<file path="config.mk">
export PLATFORM = sky130hd
export DESIGN_NAME = fp_mul_pipe
export DESIGN_NICKNAME = d
export VERILOG_FILES = /design/src/rtl/fp_mul_pipe.sv
export SDC_FILE = /design/constraint.sdc
export NUM_CORES = 2
export LEC_CHECK = 0
export ABC_AREA = 1
export CORE_AREA = 2 2 251 253
export DETAILED_ROUTE_END_ITERATION = 8
export DIE_AREA = 0 0 253 255
export PLACE_DENSITY = 0.75
export SYNTH_ARGS = -nofsm -noshare
export SYNTH_HDL_FRONTEND = slang
export SYNTH_SLANG_ARGS = --single-unit
</file>
<file path="constraint.sdc">
create_clock -name clk -period 7.7 [get_ports clk]
set_input_delay 0.77 -clock clk [delete_from_list [all_inputs] [get_ports clk]]
set_output_delay 0.77 -clock clk [all_outputs]
set_load 0.1 [all_outputs]
</file>
<file path="src/rtl/fp_mul_pipe.sv">
// Three-stage pipelined IEEE-754-style multiplier (unpack/classify, significand multiply,
// normalise/round/pack) with valid/ready flow control, RNE rounding, DAZ/FTZ and flags.
module fp_mul_pipe #(
  parameter int EXP_W = 8,
  parameter int MAN_W = 23,
  parameter int TAG_W = 4
) (
  input  logic                 clk,
  input  logic                 rst,
  input  logic                 in_valid,
  output logic                 in_ready,
  input  logic [EXP_W+MAN_W:0] in_a,
  input  logic [EXP_W+MAN_W:0] in_b,
  input  logic [TAG_W-1:0]     in_tag,
  output logic                 out_valid,
  input  logic                 out_ready,
  output logic [EXP_W+MAN_W:0] out_data,
  output logic [TAG_W-1:0]     out_tag,
  output logic [3:0]           out_flags
);
  localparam int W = 1 + EXP_W + MAN_W;
  localparam int P = 2 * MAN_W + 2;
  localparam int E = EXP_W + 2;
  localparam logic signed [E-1:0] BIAS     = E'((2 ** (EXP_W - 1)) - 1);
  localparam logic signed [E-1:0] EXP_MAX  = E'((2 ** EXP_W) - 1);
  localparam logic signed [E-1:0] EXP_ZERO = {E{1'b0}};
  localparam logic [EXP_W-1:0]    EONES    = {EXP_W{1'b1}};
  localparam logic [W-1:0]        QNAN     = {1'b0, EONES, 1'b1, {(MAN_W-1){1'b0}}};

  logic adv_s;
  assign adv_s    = !out_valid || out_ready;
  assign in_ready = adv_s;

  // ---------------- S1: unpack / classify ----------------
  logic                 sa_s, sb_s, sign_s;
  logic [EXP_W-1:0]     ea_s, eb_s;
  logic [MAN_W-1:0]     fa_s, fb_s;
  logic                 a_nan_s, b_nan_s, a_snan_s, b_snan_s;
  logic                 a_inf_s, b_inf_s, a_zero_s, b_zero_s;
  logic                 spec_s;
  logic [W-1:0]         spec_data_s;
  logic [3:0]           spec_flags_s;

  assign sa_s   = in_a[W-1];
  assign sb_s   = in_b[W-1];
  assign ea_s   = in_a[W-2 -: EXP_W];
  assign eb_s   = in_b[W-2 -: EXP_W];
  assign fa_s   = in_a[MAN_W-1:0];
  assign fb_s   = in_b[MAN_W-1:0];
  assign sign_s = sa_s ^ sb_s;

  assign a_nan_s  = (ea_s == EONES) && (fa_s != {MAN_W{1'b0}});
  assign b_nan_s  = (eb_s == EONES) && (fb_s != {MAN_W{1'b0}});
  assign a_snan_s = a_nan_s && !fa_s[MAN_W-1];
  assign b_snan_s = b_nan_s && !fb_s[MAN_W-1];
  assign a_inf_s  = (ea_s == EONES) && (fa_s == {MAN_W{1'b0}});
  assign b_inf_s  = (eb_s == EONES) && (fb_s == {MAN_W{1'b0}});
  // Subnormal inputs count as zero, so a zero exponent alone classifies the operand.
  assign a_zero_s = (ea_s == {EXP_W{1'b0}});
  assign b_zero_s = (eb_s == {EXP_W{1'b0}});

  // Resolve special operands in precedence order; finite nonzero pairs use the datapath.
  always_comb begin
    spec_s       = 1'b0;
    spec_data_s  = {W{1'b0}};
    spec_flags_s = 4'b0000;
    if (a_snan_s || b_snan_s || (a_inf_s && b_zero_s) || (a_zero_s && b_inf_s)) begin
      spec_s       = 1'b1;
      spec_data_s  = QNAN;
      spec_flags_s = 4'b1000;
    end else if (a_nan_s || b_nan_s) begin
      spec_s      = 1'b1;
      spec_data_s = QNAN;
    end else if (a_inf_s || b_inf_s) begin
      spec_s      = 1'b1;
      spec_data_s = {sign_s, EONES, {MAN_W{1'b0}}};
    end else if (a_zero_s || b_zero_s) begin
      spec_s      = 1'b1;
      spec_data_s = {sign_s, {(W-1){1'b0}}};
    end else begin
      spec_s = 1'b0;
    end
  end

  logic                 s1_valid_r, s1_sign_r, s1_spec_r;
  logic [TAG_W-1:0]     s1_tag_r;
  logic [W-1:0]         s1_spec_data_r;
  logic [3:0]           s1_spec_flags_r;
  logic [EXP_W-1:0]     s1_ea_r, s1_eb_r;
  logic [MAN_W:0]       s1_ma_r, s1_mb_r;

  // Stage-1 register: classified operands with hidden bits restored.
  always_ff @(posedge clk or posedge rst) begin
    if (rst) begin
      s1_valid_r      <= 1'b0;
      s1_sign_r       <= 1'b0;
      s1_spec_r       <= 1'b0;
      s1_tag_r        <= {TAG_W{1'b0}};
      s1_spec_data_r  <= {W{1'b0}};
      s1_spec_flags_r <= 4'b0000;
      s1_ea_r         <= {EXP_W{1'b0}};
      s1_eb_r         <= {EXP_W{1'b0}};
      s1_ma_r         <= {(MAN_W+1){1'b0}};
      s1_mb_r         <= {(MAN_W+1){1'b0}};
    end else if (adv_s) begin
      s1_valid_r      <= in_valid;
      s1_sign_r       <= sign_s;
      s1_spec_r       <= spec_s;
      s1_tag_r        <= in_tag;
      s1_spec_data_r  <= spec_data_s;
      s1_spec_flags_r <= spec_flags_s;
      s1_ea_r         <= ea_s;
      s1_eb_r         <= eb_s;
      s1_ma_r         <= {1'b1, fa_s};
      s1_mb_r         <= {1'b1, fb_s};
    end
  end

  // ---------------- S2: significand multiply ----------------
  logic                 s2_valid_r, s2_sign_r, s2_spec_r;
  logic [TAG_W-1:0]     s2_tag_r;
  logic [W-1:0]         s2_spec_data_r;
  logic [3:0]           s2_spec_flags_r;
  logic signed [E-1:0]  s2_exp_r;
  logic [P-1:0]         s2_prod_r;

  // Stage-2 register: full-width product and unnormalised signed biased exponent.
  always_ff @(posedge clk or posedge rst) begin
    if (rst) begin
      s2_valid_r      <= 1'b0;
      s2_sign_r       <= 1'b0;
      s2_spec_r       <= 1'b0;
      s2_tag_r        <= {TAG_W{1'b0}};
      s2_spec_data_r  <= {W{1'b0}};
      s2_spec_flags_r <= 4'b0000;
      s2_exp_r        <= {E{1'b0}};
      s2_prod_r       <= {P{1'b0}};
    end else if (adv_s) begin
      s2_valid_r      <= s1_valid_r;
      s2_sign_r       <= s1_sign_r;
      s2_spec_r       <= s1_spec_r;
      s2_tag_r        <= s1_tag_r;
      s2_spec_data_r  <= s1_spec_data_r;
      s2_spec_flags_r <= s1_spec_flags_r;
      s2_exp_r        <= $signed(E'(s1_ea_r)) + $signed(E'(s1_eb_r)) - BIAS;
      s2_prod_r       <= P'(s1_ma_r) * P'(s1_mb_r);
    end
  end

  // ---------------- S3: normalise / round / pack ----------------
  logic                 norm_s, guard_s, sticky_s, rnd_up_s, of_s, uf_s;
  logic [P-2:0]         shifted_s;
  logic [MAN_W-1:0]     man_s;
  logic [MAN_W:0]       man_rnd_s;
  logic signed [E-1:0]  exp_fin_s;
  logic [W-1:0]         res_data_s;
  logic [3:0]           res_flags_s;

  // Products in [2,4) drop one more bit; the shifted-in zero never affects sticky.
  assign norm_s    = s2_prod_r[P-1];
  assign shifted_s = norm_s ? s2_prod_r[P-2:0] : {s2_prod_r[P-3:0], 1'b0};
  assign man_s     = shifted_s[P-2 -: MAN_W];
  assign guard_s   = shifted_s[P-2-MAN_W];
  assign sticky_s  = |shifted_s[P-3-MAN_W:0];
  assign rnd_up_s  = guard_s && (sticky_s || man_s[0]);
  assign man_rnd_s = {1'b0, man_s} + {{MAN_W{1'b0}}, rnd_up_s};
  assign exp_fin_s = s2_exp_r + $signed({{(E-1){1'b0}}, norm_s})
                              + $signed({{(E-1){1'b0}}, man_rnd_s[MAN_W]});
  assign of_s      = (exp_fin_s >= EXP_MAX);
  assign uf_s      = (exp_fin_s <= EXP_ZERO);

  // Select final encoding: special result, saturated inf, flushed zero, or normal.
  always_comb begin
    res_data_s  = {W{1'b0}};
    res_flags_s = 4'b0000;
    if (s2_spec_r) begin
      res_data_s  = s2_spec_data_r;
      res_flags_s = s2_spec_flags_r;
    end else if (of_s) begin
      res_data_s  = {s2_sign_r, EONES, {MAN_W{1'b0}}};
      res_flags_s = 4'b0101;
    end else if (uf_s) begin
      res_data_s  = {s2_sign_r, {(W-1){1'b0}}};
      res_flags_s = 4'b0011;
    end else begin
      res_data_s  = {s2_sign_r, exp_fin_s[EXP_W-1:0], man_rnd_s[MAN_W-1:0]};
      res_flags_s = {3'b000, guard_s || sticky_s};
    end
  end

  // Output register: result, tag and flags move together and hold while stalled.
  always_ff @(posedge clk or posedge rst) begin
    if (rst) begin
      out_valid <= 1'b0;
      out_data  <= {W{1'b0}};
      out_tag   <= {TAG_W{1'b0}};
      out_flags <= 4'b0000;
    end else if (adv_s) begin
      out_valid <= s2_valid_r;
      out_data  <= res_data_s;
      out_tag   <= s2_tag_r;
      out_flags <= res_flags_s;
    end
  end
endmodule

</file>
# Word level (Yosys, flattened, before mapping)
# Cells that the tools add are included.
# W data, S select, Z words.
[word_totals]
ff_bits = 249
in_bits = 72
output_inout_bits = 42
[classes]
addsub = 5
mul = 1
n_lt_le_gt_ge = 2
eq_ne = 2
n_mux = 16
bitwise_logic = 1
n_reduce_logical = 28
[ops]
columns = ["op", "n"]
rows = [
  ["$mux W32", 5],
  ["$mux W31", 2],
  ["$mul A24 B24 Y48", 1],
  ["$mux W47", 1],
  ["$logic_not A23 Y1", 2],
  ["$reduce_bool A23 Y1", 2],
  ["$add A23 B1 Y24", 1],
  ["$reduce_or A23 Y1", 1],
  ["$add A10 B2 Y10", 2],
  ["$eq A8 B8 Y1 const B", 2],
  ["$logic_not A8 Y1", 2],
  ["$ge A10 B9 Y1 const B", 1],
  ["$le A10 B1 Y1 const B", 1],
  ["$sub A9 B7 Y10 const B", 1],
  ["$add A8 B8 Y9", 1],
  ["$logic_and A1 B1 Y1", 9],
  ["$logic_or A1 B1 Y1", 9],
  ["$mux W4", 2],
  ["$mux W1", 4],
  ["$logic_not A1 Y1", 3],
  ["$mux W3", 1],
  ["$mux W2", 1],
  ["$xor A1 B1 Y1", 1],
]

# Longest topological paths before layout
[depth]
ltp_word = 10
depth_mapped = 31
ltp_nobuf = 29

# Worst setup path after synthesis
# OpenSTA, ideal clock, no wires.
[synth_path]
path_kind = "flip-flop to flip-flop"
startpoint = "reg s1_ma_r[13]"
endpoint = "reg s2_prod_r[25]"
t_arrival_ps = 5931
slack_ps = 1637
stages_incl_launch_ff = 28
path_buffers = 2
synth_period_minus_slack_ps = 6063
cell_sequence = "dfrtp_1 -> clkbuf_1 -> clkbuf_1 -> nand2_1 -> fa_1 -> inv_1 -> fa_1 -> inv_1 -> fa_1 -> inv_1 -> fa_1 -> inv_1 -> fa_1 -> inv_1 -> fa_1 -> inv_1 -> fa_1 -> inv_1 -> ha_1 -> a21oi_1 -> o21ai_0 -> inv_1 -> nand2_1 -> nand2_1 -> nand3_1 -> or2_2 -> nand3_1 -> o21ai_0"
[synth_via]
elab_chain_len = 1
[synth_lines]
columns = ["item", "line", "text"]
rows = [
  ["from (decl)", "90", "logic [MAN_W:0] s1_ma_r, s1_mb_r;"],
  ["from (signal assigned)", "103", "s1_ma_r <= {(MAN_W+1){1'b0}};"],
  ["from (signal assigned)", "114", "s1_ma_r <= {1'b1, fa_s};"],
  ["$mul A24 B24 Y48", "146", "s2_prod_r <= P'(s1_ma_r) * P'(s1_mb_r);"],
  ["to (signal assigned)", "137", "s2_prod_r <= {P{1'b0}};"],
  ["to (signal assigned)", "146", ""],
  ["to (decl)", "125", "logic [P-1:0] s2_prod_r;"],
]
# No other way between the ends.
# A chain may end at the register's enable or synchronous reset.

# Worst setup path after layout
[layout_path]
startpoint = "reg s1_ma_r[15]"
endpoint = "reg s2_prod_r[25]"
# The elaborated chain is that of the path after synthesis.

==> impl_metrics.env <==
export IMPL_drt_iter0_drc=1897
export IMPL_tritoncts_num_buffers=17
export IMPL_final_common_cell="nand2_1"
export IMPL_die_area_mm2=0.06452
export IMPL_nets=4688
export IMPL_maxCapViolCount=0
export IMPL_routed_wirelength_um=79480
export IMPL_min_path_type="register to register"
export IMPL_slew_headroom_pct=23.17
export IMPL_status="finished, final reports clean"
export IMPL_fp_dieH_um=255
export IMPL_yosysUniqueCellTypes=47
export IMPL_seqCellArea_mm2=0.004604
export IMPL_synth_seq_cells=184
export IMPL_maxSlewViolCount=0
export IMPL_synth_top_area_share_pct=33.03
export IMPL_ctsResizeCount=0
export IMPL_grt_pass1_vias=24670
export IMPL_grt_pass1_wl_um=130300
export IMPL_ctsHtreeMaxLevel=4
export IMPL_setup_viol=0
export IMPL_rsz0062_at_grt="false"
export IMPL_final_cell_mix="nand2_1, inv_1, fa_1"
export IMPL_clock_root_buffer="clkbuf_16"
export IMPL_multi_input_area_mm2=0.02014
export IMPL_worstHoldStart="out_tag[3]$_DFFE_PP0P_"
export IMPL_wl_per_cell_um=16.73
export IMPL_ys_top_cells_by_area="fa_1, nand2_1, dfrtp_1"
export IMPL_yosys_most_used_dff="dfrtp_1"
export IMPL_drc=0
export IMPL_postLayoutCellArea_mm2=0.03173
export IMPL_gp_congestion=0.9406
export IMPL_r2r_worst_path_cells=21
export IMPL_io_pins=114
export IMPL_fillers=5882
export IMPL_post_cts_buffers=0
export IMPL_syn_nets=4693
export IMPL_skew_ns=0.01674
export IMPL_ys_seq_area_share_pct=15.70
export IMPL_synthCells=3945
export IMPL_crit_path_end_kind="register"
export IMPL_grt_max_degree=127
export IMPL_start_util_pct=47.19
export IMPL_cts_tree="built"
export IMPL_ant_nets=0
export IMPL_whs_endpoint="out_tag[3]$_DFFE_PP0P_"
export IMPL_syn_avg_cell_area_um2=7.435
export IMPL_synth_edf_count=0
export IMPL_dp_hpwl_um=65580
export IMPL_holdBufCountCts=0
export IMPL_criticalPathCategory="register to register"
export IMPL_track_usage_pct=25.72
export IMPL_antenna_found_initial=0
export IMPL_grt_overflow=0
export IMPL_post_dp_cell_area_mm2=0.03110
export IMPL_r2r_start="s1_ma_r[15]$_DFFE_PP0P_"
export IMPL_crit_arrival_ns=7.27
export IMPL_reg2reg_slack_ns=0.75
export IMPL_fp_dieW_um=253
export IMPL_yosys_area_top_type="fa_1"
export IMPL_async_flop_share_pct=100.0
export IMPL_clock_latency_ns=0.48
export IMPL_drt_pass1_iter_count=6
export IMPL_required_ns=8.03
export IMPL_placementRows=92
export IMPL_vias=23990
export IMPL_min_period_over_period_pct=90.22
export IMPL_critPathLaunchType="register"
export IMPL_diodes=0
export IMPL_fmax_ghz=0.1440
export IMPL_ys_warn_count=0
export IMPL_area_growth_synth_to_final_pct=8.169
export IMPL_numClockSinks=184
export IMPL_coreArea_mm2=0.06216
export IMPL_clock_path_buffers=2
export IMPL_crit_reg2reg_capture="s2_prod_r[25]$_DFFE_PP0P_"
export IMPL_fin_setup_tns_ns=0
export IMPL_drive_above_1_share_pct=3.390
export IMPL_io_buffers=113
export IMPL_fin_crit_ns=6.947
export IMPL_whs_path_depth=2
export IMPL_cts_reportedPaths_clkPinSlew_ns=0.09
export IMPL_worstMarginPinSlew_ns=1.149
export IMPL_netlist_area_mm2=0.02933
export IMPL_via_per_inst=5.048
export IMPL_crit_fanout=25
export IMPL_finalHoldViolCount=0
==> cells by family (layout without fill, tap and decap cells) <==
family          count (synthesis)  in the layout  synth area share (%)
compound gates                220            220                 4.065
xor+xnor                       37             37                 1.169
fa+ha+maj                     676            676                 41.23
flops                         184            184                 15.70
simple gates                 1622           1622                 22.19
buf+inv                      1206           1214                 15.65
==> cell usage after synthesis (5+ instances only) <==
cell	number
a31oi_1	6
nand4_1	31
nor3_1	15
or2_2	12
a21oi_1	71
ha_1	192
xnor2_1	12
nand2_2	6
buf_1	7
buf_6	5
buf_2	9
o21ai_0	105
o21ai_1	10
o21ai_2	11
dfrtp_1	184
nand2_1	1278
xor2_1	24
fa_1	484
o21bai_1	5
nand3b_1	5
nor4_1	7
inv_1	1015
nor2_1	153
clkbuf_1	166
nand3_1	95
nor2_2	6
==> per-layer routing <==
| metal | track usage, % | routed length [um] | vias up |
|---|---|---|---|
| met5 | 0 | 0 | - |
| met4 | 9.569 | 3103 | 0 |
| met3 | 4.627 | 6142 | 144 |
| met2 | 42.19 | 37300 | 856 |
| met1 | 34.20 | 32930 | 11680 |
| li1 | - | - | 11310 |
==> state kept, by name (all words and copies together), names as in the netlist, 8 cells and up <==
register and cells:
s1_eb_r 8, s1_ma_r 24, s1_mb_r 23, s2_exp_r 10, s1_ea_r 8, out_data 32, s2_prod_r 48
==> cell type report <==
| cell class | instances | area share [%] |
|---|---|---|
| clock buffers | 17 | 1.341 |
| clock inverters | 15 | 0.6468 |
| inverters | 1017 | 12.06 |
| multi-input cells | 2555 | 63.49 |
| flip-flops and latches | 184 | 14.51 |
| well taps | 799 | 3.151 |
| repair buffers | 165 | 4.796 |
==> worst max path at each step <==
stage / end / slack (ns) / cells after the start / startpoint
3_5_place_dp: s2_prod_r[25]$_DFFE_PP0P_ / 0.86 / 21 / s1_ma_r[15]$_DFFE_PP0P_
6_report: s2_prod_r[25]$_DFFE_PP0P_ / 0.75 / 21 / s1_ma_r[15]$_DFFE_PP0P_
2_1_floorplan: s2_prod_r[25]$_DFFE_PP0P_ / 1.64 / 27 / s1_ma_r[13]$_DFFE_PP0P_
4_1_cts: s2_prod_r[25]$_DFFE_PP0P_ / 0.82 / 21 / s1_ma_r[15]$_DFFE_PP0P_
5_1_grt: s2_prod_r[25]$_DFFE_PP0P_ / 0.37 / 25 / s1_ma_r[15]$_DFFE_PP0P_
3_3_place_gp: s2_prod_r[25]$_DFFE_PP0P_ / 0.87 / 20 / s1_ma_r[9]$_DFFE_PP0P_
==> metrics by stage <==
stage          utilization (%)  std cells  hold slack, ns  setup WS [ns]
3_3_place_gp             50.03       4720          0.4436         0.8668
6_report                 51.04       4752          0.4846         0.7531
3_5_place_dp             50.03       4720          0.4647         0.8634
2_1_floorplan                -       3945          0.4400          1.637
5_1_grt                  51.04       4752          0.5010         0.3718
4_1_cts                  51.04       4752          0.4866         0.8199
==> critical path: stages (launching register included) <==
cell     delay, ns
dfrtp_1       1.09
nand2_1       0.22
fa_1          0.58
inv_1         0.05
fa_1          0.48
inv_1         0.06
fa_1          0.45
fa_1          0.54
inv_1         0.05
fa_1          0.46
fa_1          0.55
inv_1         0.05
fa_1          0.47
inv_1         0.04
ha_1          0.34
a21oi_1       0.28
o21ai_0       0.19
a21oi_1       0.16
nand3_1       0.18
or2_2         0.32
nand3_1       0.10
o21ai_0       0.11
Power is not shown: default switching activity piles up to over one toggle a cycle in this logic, so the estimate is an artifact.
